[src/rtl/vram_fill_if.sv]
// Command and VRAM write-port bundle for the rectangle-fill writer.
// The master side issues fill commands; the slave side is the filler driving VRAM.
interface vram_fill_if #(
    parameter int AW = 18
);
    logic          start;
    logic          abort;
    logic [9:0]    x0;
    logic [9:0]    y0;
    logic [9:0]    w;
    logic [9:0]    h;
    logic [7:0]    fill;
    logic          busy;
    logic          done;
    logic [AW-1:0] vram_ad;
    logic [7:0]    vram_d;
    logic          vram_we;

    modport master (
        output start, abort, x0, y0, w, h, fill,
        input  busy, done, vram_ad, vram_d, vram_we
    );

    modport slave (
        input  start, abort, x0, y0, w, h, fill,
        output busy, done, vram_ad, vram_d, vram_we
    );
endinterface

[src/rtl/vram_fill.sv]
// Rectangle-fill writer: walks a w x h byte rectangle in row-major order and
// emits one VRAM byte write per clock, all outputs registered.
module vram_fill #(
    parameter int PITCH = 400,
    parameter int AW    = 18
) (
    input  logic       clock,
    input  logic       reset_n,
    vram_fill_if.slave bus
);
    typedef enum logic [1:0] {IDLE, SETUP, FILL, FINISH} state_t;

    state_t        state_q, state_d;
    logic [9:0]    x0_q, x0_d, y0_q, y0_d;
    logic [9:0]    w_q, w_d, h_q, h_d;
    logic [9:0]    cx_q, cx_d, cy_q, cy_d;
    logic [7:0]    fill_q, fill_d;
    logic [AW-1:0] row_base_q, row_base_d;
    logic [AW-1:0] vram_ad_q, vram_ad_d;
    logic [7:0]    vram_d_q, vram_d_d;
    logic          vram_we_q, vram_we_d;
    logic          busy_q, busy_d;
    logic          done_q, done_d;

    // Outputs are a registered image of the current state's behaviour, so
    // they lag the state register by exactly one cycle.
    always_comb begin
        state_d    = state_q;
        x0_d       = x0_q;
        y0_d       = y0_q;
        w_d        = w_q;
        h_d        = h_q;
        fill_d     = fill_q;
        cx_d       = cx_q;
        cy_d       = cy_q;
        row_base_d = row_base_q;
        vram_ad_d  = vram_ad_q;
        vram_d_d   = vram_d_q;
        vram_we_d  = 1'b0;
        busy_d     = 1'b0;
        done_d     = 1'b0;

        case (state_q)
            IDLE: begin
                if (bus.start) begin
                    x0_d    = bus.x0;
                    y0_d    = bus.y0;
                    w_d     = bus.w;
                    h_d     = bus.h;
                    fill_d  = bus.fill;
                    state_d = SETUP;
                end
            end
            SETUP: begin
                busy_d     = 1'b1;
                row_base_d = AW'(y0_q) * AW'(PITCH) + AW'(x0_q);
                cx_d       = '0;
                cy_d       = '0;
                if (bus.abort || w_q == '0 || h_q == '0) begin
                    state_d = FINISH;
                end else begin
                    state_d = FILL;
                end
            end
            FILL: begin
                busy_d = 1'b1;
                if (bus.abort) begin
                    state_d = FINISH;
                end else begin
                    vram_we_d = 1'b1;
                    vram_ad_d = row_base_q + AW'(cx_q);
                    vram_d_d  = fill_q;
                    // End of a row: rows are contiguous at a fixed pitch, no clipping.
                    if (cx_q == w_q - 10'd1) begin
                        cx_d       = '0;
                        row_base_d = row_base_q + AW'(PITCH);
                        if (cy_q == h_q - 10'd1) begin
                            state_d = FINISH;
                        end else begin
                            cy_d = cy_q + 10'd1;
                        end
                    end else begin
                        cx_d = cx_q + 10'd1;
                    end
                end
            end
            FINISH: begin
                done_d  = 1'b1;
                state_d = IDLE;
            end
            default: state_d = IDLE;
        endcase
    end

    always_ff @(posedge clock or negedge reset_n) begin
        if (!reset_n) begin
            state_q    <= IDLE;
            x0_q       <= '0;
            y0_q       <= '0;
            w_q        <= '0;
            h_q        <= '0;
            fill_q     <= '0;
            cx_q       <= '0;
            cy_q       <= '0;
            row_base_q <= '0;
            vram_ad_q  <= '0;
            vram_d_q   <= '0;
            vram_we_q  <= 1'b0;
            busy_q     <= 1'b0;
            done_q     <= 1'b0;
        end else begin
            state_q    <= state_d;
            x0_q       <= x0_d;
            y0_q       <= y0_d;
            w_q        <= w_d;
            h_q        <= h_d;
            fill_q     <= fill_d;
            cx_q       <= cx_d;
            cy_q       <= cy_d;
            row_base_q <= row_base_d;
            vram_ad_q  <= vram_ad_d;
            vram_d_q   <= vram_d_d;
            vram_we_q  <= vram_we_d;
            busy_q     <= busy_d;
            done_q     <= done_d;
        end
    end

    assign bus.busy    = busy_q;
    assign bus.done    = done_q;
    assign bus.vram_ad = vram_ad_q;
    assign bus.vram_d  = vram_d_q;
    assign bus.vram_we = vram_we_q;
endmodule

[src/flat_wrapper.sv]
// flat-port wrapper written by rule: the top's interface ports become plain ports
module vram_fill_flat 
#(
    parameter int PITCH = 400,
    parameter int AW    = 18
)
  (clock, reset_n, bus_start, bus_abort, bus_x0, bus_y0, bus_w, bus_h, bus_fill, bus_busy, bus_done, bus_vram_ad, bus_vram_d, bus_vram_we);
  vram_fill_if #(.AW(AW)) bus_i ();
  input  logic clock;
  input  logic reset_n;
  input wire logic [$bits(bus_i.start)-1:0] bus_start;
  input wire logic [$bits(bus_i.abort)-1:0] bus_abort;
  input wire logic [$bits(bus_i.x0)-1:0] bus_x0;
  input wire logic [$bits(bus_i.y0)-1:0] bus_y0;
  input wire logic [$bits(bus_i.w)-1:0] bus_w;
  input wire logic [$bits(bus_i.h)-1:0] bus_h;
  input wire logic [$bits(bus_i.fill)-1:0] bus_fill;
  output wire logic [$bits(bus_i.busy)-1:0] bus_busy;
  output wire logic [$bits(bus_i.done)-1:0] bus_done;
  output wire logic [$bits(bus_i.vram_ad)-1:0] bus_vram_ad;
  output wire logic [$bits(bus_i.vram_d)-1:0] bus_vram_d;
  output wire logic [$bits(bus_i.vram_we)-1:0] bus_vram_we;
  assign bus_i.start = bus_start;
  assign bus_i.abort = bus_abort;
  assign bus_i.x0 = bus_x0;
  assign bus_i.y0 = bus_y0;
  assign bus_i.w = bus_w;
  assign bus_i.h = bus_h;
  assign bus_i.fill = bus_fill;
  assign bus_busy = bus_i.busy;
  assign bus_done = bus_i.done;
  assign bus_vram_ad = bus_i.vram_ad;
  assign bus_vram_d = bus_i.vram_d;
  assign bus_vram_we = bus_i.vram_we;
  vram_fill #(.PITCH(PITCH), .AW(AW)) u_core (.clock(clock), .reset_n(reset_n), .bus(bus_i));
endmodule
[config.mk]
export PLATFORM = sky130hd
export DESIGN_NAME = vram_fill_flat
export DESIGN_NICKNAME = d
export VERILOG_FILES = /design/src/rtl/vram_fill_if.sv /design/src/rtl/vram_fill.sv /design/src/flat_wrapper.sv
export SDC_FILE = /design/constraint.sdc
export NUM_CORES = 1
export LEC_CHECK = 0
export CAP_MARGIN = 20
export CELL_PAD_IN_SITES_DETAIL_PLACEMENT = 0
export CELL_PAD_IN_SITES_GLOBAL_PLACEMENT = 1
export CORE_MARGIN = 2
export CORE_UTILIZATION = 40
export DETAILED_ROUTE_END_ITERATION = 8
export PLACE_DENSITY = 0.7
export SYNTH_ARGS = -nofsm -noshare
export SYNTH_HDL_FRONTEND = slang
export SYNTH_SLANG_ARGS = --single-unit
[constraint.sdc]
create_clock -name clock -period 4.51 [get_ports clock]
set_clock_uncertainty 0.05 [all_clocks]
set_input_delay 0.6765 -clock clock [delete_from_list [all_inputs] [get_ports clock]]
set_output_delay 0.6765 -clock clock [all_outputs]
set_load 0.01 [all_outputs]
==> results of run 1 <==
## cell families (layout without fill, tap and decap cells)
family | Yosys count | in the layout | share of synthesized area
buffers and inverters | 64 | 158 | 0.0331
xor gates and xnor gates | 60 | 60 | 0.0717
adders and majority gates | 65 | 65 | 0.118
and+or+nand+nor | 233 | 233 | 0.160
DFF | 117 | 117 | 0.400
AOI/OAI and AO/OA | 161 | 161 | 0.137
muxes | 53 | 53 | 0.0808
## power by group
group | leakage (nW) | switching, mW | internal, mW
combinational | 2.29 | 2.70 | 2.44
clock | 0.326 | 0.477 | 1.08
sequential | 1.44 | 0.436 | 1.50
total | 4.06 | 3.61 | 5.01
## per-layer routing
metal | wire [um] | vias up | share of wire
met1 | 8720 | 2750 | 0.51
met3 | 661 | 14 | 0.039
met5 | 0 | - | 0
met2 | 7590 | 103 | 0.44
li1 | - | 2834 | -
met4 | 170 | 0 | 0.0099
## path summary, 6_finish.rpt
path                                           to  slack (ns)  cells after the start             start
max in group asynchronous           u_core.h_q[5]        3.29                      2           reset_n
hold / removal             u_core.bus.vram_ad[12]        0.32                      1           reset_n
setup reg to reg            u_core.row_base_q[16]        0.37                     14    u_core.y0_q[3]
setup / recovery            u_core.row_base_q[16]        0.37                     14    u_core.y0_q[3]
hold reg to reg              u_core.bus.vram_d[0]        0.42                      2  u_core.fill_q[0]
min in group clock           u_core.bus.vram_d[0]        0.42                      2  u_core.fill_q[0]
## critical path, cell delays in order, from the launching register on
cell	delay [ns]
dfrtp_1	0.42
ha_1	0.33
ha_1	0.28
inv_1	0.05
fa_1	0.50
inv_1	0.04
ha_1	0.37
and3_1	0.21
a221o_1	0.35
o21a_1	0.20
nor4b_2	0.35
a21boi_0	0.36
nand3_1	0.15
xor2_1	0.16
a211oi_1	0.23
## layout make-up
cell class | count | area (um2) | share of cell area
clock buffer | 22 | 474 | 0.0522
clock inverter | 9 | 198 | 0.0218
inverter | 40 | 150 | 0.0165
multi-input combinational | 572 | 4170 | 0.459
sequential | 117 | 2930 | 0.322
tap | 229 | 287 | 0.0316
timing repair buffer | 87 | 876 | 0.0965
## state kept, by name, summed over array words and instances (netlist names)
register	cells
u_core.bus.done	1
u_core.cx_q	10
u_core.w_q	10
u_core.bus.vram_ad	18
u_core.h_q	10
u_core.bus.vram_we	1
u_core.row_base_q	18
u_core.y0_q	10
u_core.x0_q	10
u_core.fill_q	8
u_core.bus.vram_d	8
u_core.cy_q	10
u_core.state_q	2
u_core.bus.busy	1
## synth_stat cells (9+ instances only)
| master | instances |
|---|---|
| nand2_1 | 90 |
| xor2_1 | 32 |
| or3_1 | 9 |
| dfrtp_1 | 117 |
| xnor2_1 | 28 |
| clkbuf_1 | 18 |
| a21oi_1 | 41 |
| o21ai_0 | 57 |
| ha_1 | 58 |
| nand2b_1 | 9 |
| inv_1 | 40 |
| mux2_2 | 49 |
| nor2_1 | 34 |
| nand3_1 | 18 |
| nor3_1 | 10 |
| and3_1 | 14 |
## stage by stage
stage,power (mW),hold WS [ns],std cells
final,8.62,0.322,1076
after floorplan,5.73,0.331,753
after global routing,9.44,0.373,1076
after detailed placement,7.05,0.403,1045
after global placement,6.95,0.391,1044
after CTS,8.68,0.344,1076
## repair_timing
| item | 4_1_cts | 5_1_grt |
|---|---|---|
| endpoints found under the hold margin | 0 | 0 |
| hold buffers | 0 | 0 |
| endpoints found under the setup margin | 0 | 1 |
| resized for setup | 0 | 1 |
==> impl_results.md, run 1 <==
- Number of global-route vias before repair: roughly 5700
- Endpoint class of the critical path: flip-flop
- Largest cells by area after synthesis: dfrtp_1, ha_1, mux2_2
- CTS tree: yes
- Max Clock Freq: approximately 0.24 GHz
- Minimum clock period: slightly above 4 ns
- Gr ovfl total: 0
- Dominant synthesized flop cell: dfrtp_1
- Endpoints failing setup: 0
- First drt pass iteration count: 4
- Die X: around 140 um
- Busiest layer in global routing: met2
- Layout cells sized above 1: 0.124
- Cell count after synthesis: around 750
- Max rail drop VDD: approximately 0.56 mV
- Util after Layout: 0.505
- Top Ports: slightly above 80
- Layout area overhead: 23.9%
- Syn_area_per_cell: 9.73 um2
- Nets: about 950
- Die extent in y: ~140 um
- Worst hold path class: input port to async pin
- Core area: 18000 um2
- Slew headroom: 0.311
- 1st-iter DRT viols: roughly 260
- Yosys warning count: 0
- CP startpoint kind: flip-flop
- H-tree depth: 4
- TritonCTS Sinks: between 100 and 150
- Met1 usage: 0.259
- Max Fanout on Critical Path: 7
- Clock Root Buffer: clkbuf_16
- Pin count of the biggest net entering global routing: 64
- Area after DPL: 8400 um2
- Critical path class: flip-flop to flip-flop
- Yosys reg bits: about 120
- Initial antenna violation count: 0
- FFs w/ async S/R, synth: 1.00
- First-pass GRT wire length: ~28000 um
- GRT Total Usage: 0.182
- Post-DRT Antenna Nets: 0
- Worst-Margin Slew: roughly 1 ns
- Sequential fraction of the synthesis area: 0.400
- Hpwl dp: between 10000 and 15000 um
- Cell Area, Synth: ~7300 um2
- Fill cells: between 1500 and 2000
- Setup TNS: 0 ns
- Post-Syn Nets: 870
- P_leak: slightly above 4 nW
- # diodes: 0
- Placer Congestion: between 0.8 and 0.9
- Top-area cell type share of the netlist area: 0.400
- Pwr/cell area: 950 nW/um2
- Library cells used by synthesis: a little over 60
- Leading area contributor after synthesis: dfrtp_1
- Commonest non-fill, non-tap cell in the layout: dfrtp_1
- Number of setup buffers added after CTS: 0
- Number of port buffers: 80
- Hold Fails Final Rpt: 0
- Final Instance Area: 9080 um2
- Total CTS buffers: 17
- Max Cap Viol: 0
- Clk buf depth: 2
- Residual DRC: 0
- Initial Util: 0.408
- Critical path data arrival time: roughly 4.4 ns
- Total Wirelength: between 15000 and 20000 um
- Die ar.: just under 20000 um2
- Post-synth EDFFs: 0
- Grt met3 use: 0.0437
- Status: completed
- Most frequent cells in the layout: dfrtp_1, nand2_1, clkdlybuf4s50_1
- Setup Slack @ Placement: between 0.3 and 0.4 ns
- RSZ-0062 raised after global routing: false
- Period utilization: 0.919
- Clk_lat worst skew: between 0.4 and 0.5 ns
- CP Data Required Time: ~4.8 ns
- Clk slew on worst S/H paths: ~0.06 ns
- Via count: between 5000 and 6000
- Slew Limit Fails: 0
- Setup WS post-layout: approximately 0.37 ns
- Met2 GRT Util: 0.277
- Wire length per cell: 15.9 um
- FP Rows: between 40 and 50
- Drt via density: between 5 and 6
Power figures use the tool's default switching activity.
==> run 2: changes to the inputs <==
--- a/config.mk
+++ b/config.mk
@@ -12,6 +12,7 @@
 export CORE_UTILIZATION = 40
 export DETAILED_ROUTE_END_ITERATION = 8
 export PLACE_DENSITY = 0.7
+export SLEW_MARGIN = 20
 export SYNTH_ARGS = -nofsm -noshare
 export SYNTH_HDL_FRONTEND = slang
 export SYNTH_SLANG_ARGS = --single-unit
==> impl_results.md, run 2 (synthesis results as in run 1) <==
- Status: completed
- Pin count of the biggest net entering global routing: 64 (unchanged)
- Placer Congestion: 0.855 (unchanged)
- Residual DRC: 0 (unchanged)
- R2R Path Start: u_core.y0_q[3]
- 1st-iter DRT viols: 289 (+10%)
- Hold-fix buffers, CTS: 0 (unchanged)
- TritonCTS Sinks: 117 (unchanged)
- Gr ovfl total: 0 (unchanged)
- Hold Fails Final Rpt: 0 (unchanged)
- Clock Root Buffer: clkbuf_16
- First-pass GRT wire length: 28300 um (-0.66%)
- Placed cell count: 1044 (-0.096%)
- FP Rows: 49 (unchanged)
- Layout cells sized above 1: 0.123 (-0.000744)
- Initial Util: 0.408 (unchanged)
- Worst hold path class: input port to async pin
- Total Wirelength: 17000 um (-0.69%)
- CTS tree: yes
- # diodes: 0 (unchanged)
- CP Data Required Time: 4.79 ns (about the same)
- Hpwl dp: 12600 um (-1.4%)
- Worst-Margin Slew: 0.984 ns (-0.0423 ns)
- Wire length per cell: 15.9 um (-0.41%)
- Max Fanout on Critical Path: 7 (unchanged)
- Clk_lat worst skew: 0.42 ns (about the same)
- Critical path data arrival time: 4.40 ns (about the same)
- Layout area overhead: 22.7%
- CP startpoint kind: flip-flop
- Die ar.: 19400 um2 (unchanged)
- Clk slew on worst S/H paths: 0.06 ns (about the same)
- Final std cells w/o fill: 1073 (-0.28%)
- Pwr/cell area: 945 nW/um2 (-0.51%)
- GRT Total Usage: 0.182 (about the same)
- Max Clock Freq: 0.243 GHz (+0.54%)
- P_leak: 4.02 nW (-0.99%)
- Endpoint class of the critical path: flip-flop
- Max rail drop VDD: 0.606 mV (+9.0%)
- Setup TNS: 0 ns (unchanged)
- H-tree depth: 4 (unchanged)
- Critical path class: flip-flop to flip-flop
- Die extent in y: 139 um (unchanged)
- Slew headroom: 0.340 (+0.0284)
- Final Instance Area: 8990 um2 (-1.0%)
- Commonest non-fill, non-tap cell in the layout: dfrtp_1
- Most frequent cells in the layout: dfrtp_1, nand2_1, clkdlybuf4s50_1
- Endpoints failing setup: 0 (unchanged)
- Initial antenna violation count: 0 (unchanged)
- Util after Layout: 0.500 (-0.00509)
- Worst reg-to-reg setup slack: 0.39 ns (+0.02 ns)
- Minimum clock period: 4.12 ns (-0.0222 ns)
- Number of global-route vias before repair: 5634 (-0.76%)
- Period utilization: 0.914 (-0.00492)
- Nets: 951 (-0.11%)
- Number of port buffers: 80 (unchanged)
- Total CTS buffers: 17 (unchanged)
- Max Cap Viol: 0 (unchanged)
- FF-to-FF End: u_core.row_base_q[16]
- R2r worst-path depth: 14 (unchanged)
- Number of setup buffers added after CTS: 0 (unchanged)
- Via count: 5728 (+0.47%)
- First drt pass iteration count: 5 (+1)
- Drt via density: 5.34 (+0.75%)
- Resized cells post-CTS: 0 (unchanged)
- Hold_ws: 0.324 ns (+0.00261 ns)
- Post-DRT Antenna Nets: 0 (unchanged)
- Die X: 139 um (unchanged)
- Area after DPL: 8390 um2 (-0.18%)
- Top Ports: 81 (unchanged)
- Slew Limit Fails: 0 (unchanged)
- RSZ-0062 raised after global routing: false
- Core area: 18000 um2 (unchanged)
- Clk buf depth: 2 (unchanged)
run 2: cell count changes in the layout (fill, tap and decap cells not counted), sizes merged:
cell and change:
buf -1, clkinv +2, bufinv -3, clkinvlp +1, clkbuf -2
run 2: per-layer routing:
layer,share of wire,vias up,wire [um],global-route usage
met5,0,-,0,0
met2,0.45,131,7610,0.279
met1,0.50,2750,8490,0.256
li1,-,2831,-,-
met3,0.041,16,696,0.0427
met4,0.013,0,229,0.0574
run 2: power breakdown:
group	internal (mW)	total [mW]	switching, mW
sequential	1.50	1.94	0.438
clock	0.899	1.37	0.474
combinational	2.43	5.18	2.75
run 2: final cells by class:
cell class	instances	area [um2]
multi-input cells	572	4170
flip-flops and latches	117	2930
inverters	40	150
clock inverters	9	129
fillers	1646	8980
repair buffers	86	856
well taps	229	287
clock buffers	20	467
run 2: worst max-delay path, stage by stage, from the launching register on:
cell,delay [ns]
dfrtp_1,0.41
ha_1,0.32
ha_1,0.28
inv_1,0.05
fa_1,0.50
inv_1,0.04
ha_1,0.37
and3_1,0.21
a221o_1,0.35
o21a_1,0.21
nor4b_2,0.38
a21boi_0,0.32
nand3_1,0.13
xor2_1,0.17
a211oi_1,0.23
run 2: how the worst max path moves through the flow:
stage	cells past startpoint	end	slack, ns	start
5_1_grt	14	u_core.row_base_q[16]	0.12	u_core.y0_q[3]
3_5_place_dp	14	u_core.row_base_q[16]	0.31	u_core.y0_q[3]
2_1_floorplan	14	u_core.row_base_q[16]	0.63	u_core.y0_q[3]
4_1_cts	14	u_core.row_base_q[16]	0.26	u_core.y0_q[3]
3_3_place_gp	14	u_core.row_base_q[16]	0.42	u_core.y0_q[3]
6_report	14	u_core.row_base_q[16]	0.39	u_core.y0_q[3]
run 2: per-stage QoR:
stage / power (mW) / setup slack (ns)
final: 8.49 / 0.387
after global routing: 9.31 / 0.121
after CTS: 8.52 / 0.263
after detailed placement: 7.05 / 0.315
after global placement: 6.95 / 0.424
after floorplan: 5.73 / 0.629
